[src/rtl/vram_pkg.sv]
// Shared constants and types for the video-memory time-slot scheduler.
package vram_pkg;

    localparam int ADDR_WIDTH_DEF = 15;
    localparam int DATA_WIDTH_DEF = 16;

    localparam logic [1:0] PH_START = 2'd0;
    localparam logic [1:0] PH_CHAR  = 2'd1;
    localparam logic [1:0] PH_GLYPH = 2'd2;
    localparam logic [1:0] PH_CPU   = 2'd3;

    typedef enum logic {
        BLANK  = 1'b0,
        ACTIVE = 1'b1
    } slot_mode_e;

    localparam logic [14:0] GLYPH_BASE = 15'h2000;

endpackage

[src/rtl/vram_cpu_port.sv]
// CPU side of the VRAM scheduler: single-outstanding access with 1-cycle ack.
// Latency: grant to ack 1 cycle; read data comes straight from memory during ack.
// Backpressure: cpu_req is held until cpu_ack; no new grant while busy or acking.
module vram_cpu_port #(
    parameter int DATA_WIDTH = 16
) (
    input  logic                  clk,
    input  logic                  rst,
    input  logic                  eligible,
    input  logic                  cpu_req,
    input  logic                  cpu_we,
    input  logic [DATA_WIDTH-1:0] mem_rdata,
    output logic                  grant,
    output logic                  cpu_ack,
    output logic [DATA_WIDTH-1:0] cpu_rdata
);

    logic                  busy;
    logic                  rd_pend;
    logic [DATA_WIDTH-1:0] rdata_q;

    // Reset suppresses both a new grant and the ack of an access in flight.
    assign grant     = eligible & cpu_req & ~busy & ~cpu_ack & ~rst;
    assign cpu_ack   = busy & ~rst;
    assign cpu_rdata = (cpu_ack && rd_pend) ? mem_rdata : rdata_q;

    always_ff @(posedge clk) begin
        if (rst) begin
            busy    <= 1'b0;
            rd_pend <= 1'b0;
            rdata_q <= '0;
        end else begin
            busy    <= grant;
            rd_pend <= grant & ~cpu_we;
            if (busy && rd_pend)
                rdata_q <= mem_rdata;
        end
    end

endmodule

[src/rtl/vram_scheduler.sv]
// Shares single-port VRAM between the 4-cycle glyph pipeline and the CPU port.
// Latency: pixel 4 cycles after sampling; CPU grant-to-ack 1 cycle.
// Backpressure: display never stalls; CPU waits for phase 3 (or BLANK phase 1 with VRAM_SCHED_BLANK_BOOST_EN).
module vram_scheduler
    import vram_pkg::*;
#(
    parameter int ADDR_WIDTH = ADDR_WIDTH_DEF,
    parameter int DATA_WIDTH = DATA_WIDTH_DEF
) (
    input  logic                  clk,
    input  logic                  rst,
    input  logic                  pix_active,
    input  logic [9:0]            pix_col,
    input  logic [8:0]            pix_row,
    output logic                  gg_req,
    output logic [9:0]            gg_col,
    output logic [8:0]            gg_row,
    input  logic [ADDR_WIDTH-1:0] gg_addr,
    input  logic [7:0]            gg_color,
    output logic [ADDR_WIDTH-1:0] mem_addr,
    output logic                  mem_we,
    output logic [DATA_WIDTH-1:0] mem_wdata,
    input  logic [DATA_WIDTH-1:0] mem_rdata,
    input  logic                  cpu_req,
    input  logic                  cpu_we,
    input  logic [ADDR_WIDTH-1:0] cpu_addr,
    input  logic [DATA_WIDTH-1:0] cpu_wdata,
    output logic                  cpu_ack,
    output logic [DATA_WIDTH-1:0] cpu_rdata,
    output logic [7:0]            pixel_color
);

    logic [1:0] phase;
    slot_mode_e mode;
    logic       boost_ok;
    logic       eligible;
    logic       grant;

`ifdef VRAM_SCHED_BLANK_BOOST_EN
    assign boost_ok = (phase == PH_CHAR) && (mode == BLANK);
`else
    assign boost_ok = 1'b0;
`endif

    assign eligible = (phase == PH_CPU) || boost_ok;

    assign gg_req = (phase == PH_START) && pix_active;
    assign gg_col = pix_col;
    assign gg_row = pix_row;

    // Mode of the finishing slot decides the captured colour before it is overwritten.
    always_ff @(posedge clk) begin
        if (rst) begin
            phase       <= PH_START;
            mode        <= BLANK;
            pixel_color <= 8'd0;
        end else begin
            phase <= phase + 2'd1;
            if (phase == PH_START) begin
                mode        <= pix_active ? ACTIVE : BLANK;
                pixel_color <= (mode == ACTIVE) ? gg_color : 8'd0;
            end
        end
    end

    always_comb begin
        mem_addr  = '0;
        mem_we    = 1'b0;
        mem_wdata = '0;
        if (grant) begin
            mem_addr  = cpu_addr;
            mem_we    = cpu_we;
            mem_wdata = cpu_wdata;
        end else if (mode == ACTIVE && (phase == PH_CHAR || phase == PH_GLYPH)) begin
            mem_addr = gg_addr;
        end
    end

    vram_cpu_port #(
        .DATA_WIDTH(DATA_WIDTH)
    ) u_cpu_port (
        .clk      (clk),
        .rst      (rst),
        .eligible (eligible),
        .cpu_req  (cpu_req),
        .cpu_we   (cpu_we),
        .mem_rdata(mem_rdata),
        .grant    (grant),
        .cpu_ack  (cpu_ack),
        .cpu_rdata(cpu_rdata)
    );

endmodule

[config.mk]
export PLATFORM = sky130hd
export DESIGN_NAME = vram_scheduler
export DESIGN_NICKNAME = d
export VERILOG_FILES = /design/src/rtl/vram_pkg.sv /design/src/rtl/vram_cpu_port.sv /design/src/rtl/vram_scheduler.sv
export SDC_FILE = /design/constraint.sdc
export NUM_CORES = 1
export LEC_CHECK = 0
export BUFFER_PORTS_ARGS = -buffer_cell sky130_fd_sc_hd__buf_2
export CAP_MARGIN = 0
export CORE_MARGIN = 2
export CORE_UTILIZATION = 35
export DETAILED_ROUTE_END_ITERATION = 10
export PLACE_DENSITY = 0.81
export SETUP_SLACK_MARGIN = 0.05
export SLEW_MARGIN = 20
export SYNTH_ARGS = -nofsm -noshare
export SYNTH_HDL_FRONTEND = slang
export SYNTH_SLANG_ARGS = --single-unit
export TNS_END_PERCENT = 5
[constraint.sdc]
create_clock -name clk -period 3.9 [get_ports clk]
set_clock_uncertainty 0.15 [all_clocks]
set_input_delay 0.195 -clock clk [delete_from_list [all_inputs] [get_ports clk]]
set_output_delay 0.195 -clock clk [all_outputs]
set_load 0.02 [all_outputs]
==> results.py <==
metrics = {
    "route": {
        "via_per_inst": 4.55,
        "drc": 0,
        "dr.first_iter.drc_count": 40,
        "wl_um": 4450,
        "ant_nets": 0,
        "drt_first_pass_iters": 4,
        "vias": 1665,
        "wl_per_cell_um": 12.2,
    },
    "timing": {
        "tightest_slew_ps": 716,
        "finalCritPeriodShare": 0.649,
        "rsz0062_at_grt": "no",
        "drv_slew": 0,
        "setup_viol": 0,
        "hold_viol": 0,
        "period_minus_slack_ps": 2530,
        "fin_setup_tns_ps": 0,
        "fmax_mhz": 395,
        "slew_headroom": 0.523,
        "finalWorstSetupSlack_ps": 1370,
    },
    "setup_path": {
        "critPathArrivalTime_ps": 2190,
        "cp.required_ps": 3560,
        "path_max_fanout": 15,
        "cp-end-kind": "primary output",
        "r2r_cells": 5,
        "cp-start-kind": "flip-flop",
        "critPathKind": "reg -> out",
    },
    "clock_tree": {
        "cts_buffers": 5,
        "clkTransAtPathRegs_ps": 60,
        "worstSkewPairLatency_ps": 270,
        "h-tree-depth": 2,
        "post_cts_buffers": 0,
        "tritoncts": "done",
        "clockBufferDepth": 2,
        "cts_sinks": 29,
        "cts_resized": 0,
        "holdBufCountCts": 8,
        "ctsRootBufferMaster": "clkbuf_8",
    },
    "floorplan": {
        "die_w_um": 75.6,
        "design.die.area_sq_um": 5710,
        "die_h_um": 75.6,
        "initial_utilization": 0.358,
        "std_cell_rows": 26,
        "io_pins": 171,
        "core_region_area_sq_um": 5010,
    },
    "grt": {
        "grt_pass1_wl_um": 5950,
        "grt_pass1_vias": 1389,
        "grt_usage": 0.138,
        "antenna_found_initial": 0,
        "gr-total-overflow": 0,
        "grt_max_degree": 33,
    },
    "worst_hold_path": {
        "worstHoldPathCells": 2,
        "hp-class": "in -> reg",
    },
    "flow_run": {
        "drv_cap": 0,
    },
    "synthesis": {
        "synth_cell_type_count": 21,
        "synth_area_sq_um": 1790,
        "ys_warn_count": 0,
        "yosysSeqAreaShare": 0.324,
        "synthesis.nets": 276,
        "postSynthCellCount": 180,
        "avgSynthCellArea_sq_um": 9.96,
        "ys_seq_elements": 29,
    },
    "finish": {
        "drive_above_1_share": 0.551,
        "most-common-layout-cells": "132 x buf_2, 29 x dfxtp_1, 18 x and2_1, 16 x a22o_1, 15 x and3_1",
        "post-route-util": 0.501,
        "diodes": 0,
        "layout-area-overhead-vs-synth_pct": 39.8,
        "nFillCells": 482,
        "final_common_cell": "buf_2",
        "fin_nets": 392,
    },
    "place": {
        "gp_congestion": 0.740,
        "dp_slack_ps": 1650,
        "place.detailed.hpwl_um": 3430,
        "portBuffers": 132,
    },
    "power_and_ir_drop": {
        "leakagePower_nw": 1.40,
        "power_density_nw_per_um2": 266,
        "peakVddDrop_v": 0.000187,
    },
    "status": {
        "status": "finished, final reports clean",
    },
}
==> through the flow <==
stage / hold WS (ps) / cells / power, mW / instance area [sq um]
floorplan: 117 / 180 / 0.398 / 1790
global placement: 218 / 350 / 0.424 / 2330
detailed placement: 224 / 351 / 0.427 / 2340
CTS: 0.171 / 366 / 0.681 / 2510
global route: 11.0 / 366 / 0.704 / 2510
finish: 7.39 / 366 / 0.668 / 2510
==> flip-flops by register name, indices dropped and copies added, names as in the netlist <==
name,count
u_cpu_port.busy,1
pixel_color,8
mode,1
phase,2
u_cpu_port.rd_pend,1
u_cpu_port.rdata_q,16
==> synthesized netlist by cell type <==
cell type	instances	area [sq um]
a21oi_1	9	45.0
a22o_1	16	140
and2_1	18	113
and3_1	15	93.8
and3b_1	1	8.76
buf_2	4	20.0
buf_4	21	158
buf_6	4	45.0
clkbuf_1	5	18.8
dfxtp_1	29	581
ha_1	2	25.0
inv_1	2	7.51
mux2_1	11	124
mux2_2	6	67.6
mux2_4	14	210
mux2i_1	1	10.0
nand2b_1	8	50.1
nand3_1	8	40.0
nor2_1	2	7.51
nor2b_1	3	18.8
nor4bb_1	1	10.0
==> per-layer routing <==
| metal | track usage | wire length [um] |
|---|---|---|
| met5 | 0 | 0 |
| met4 | 0.0507 | 91 |
| met3 | 0.0556 | 341 |
| met2 | 0.222 | 2120 |
| met1 | 0.166 | 1900 |
==> area by class of cell <==
class	instances	area, sq um	area share
Clock buffer	7	86.3	0.0344
Tap cell	70	87.6	0.0349
Timing Repair Buffer	143	763	0.304
Multi-Input combinational cell	115	982	0.392
Sequential cell	29	581	0.232
Inverter	2	7.51	0.00299
==> worst paths after layout <==
| kind | slack, ps | startpoint | to |
|---|---|---|---|
| worst min register to register | 290 | phase[0] | phase[0] |
| worst min-delay path | 7 | mem_rdata[12] | u_cpu_port.rdata_q[12] |
| worst max-delay path | 1370 | phase[0] | mem_addr[14] |
| worst max register to register | 1970 | phase[0] | u_cpu_port.rd_pend |
==> cells by family (layout without fill, tap and decap cells) <==
family | Yosys count | after routing | synth area share
and+or+nand+nor | 56 | 56 | 0.191
buffers and inverters | 36 | 152 | 0.139
muxes | 32 | 32 | 0.230
DFF | 29 | 29 | 0.324
AOI/OAI and AO/OA | 25 | 25 | 0.103
adders and majority gates | 2 | 2 | 0.0140
==> worst max-delay path, cell delays in order, from the launching register on <==
cell,delay [ps]
dfxtp_1,350
ha_1,160
nor4bb_4,580
buf_4,320
mux2_2,350
buf_2,160
==> power breakdown <==
| part | internal [mW] | switching [mW] |
|---|---|---|
| logic | 0.0600 | 0.0577 |
| registers | 0.302 | 0.00738 |
| clock network | 0.139 | 0.101 |
| total | 0.501 | 0.166 |
Power figures use the tool's default switching activity.
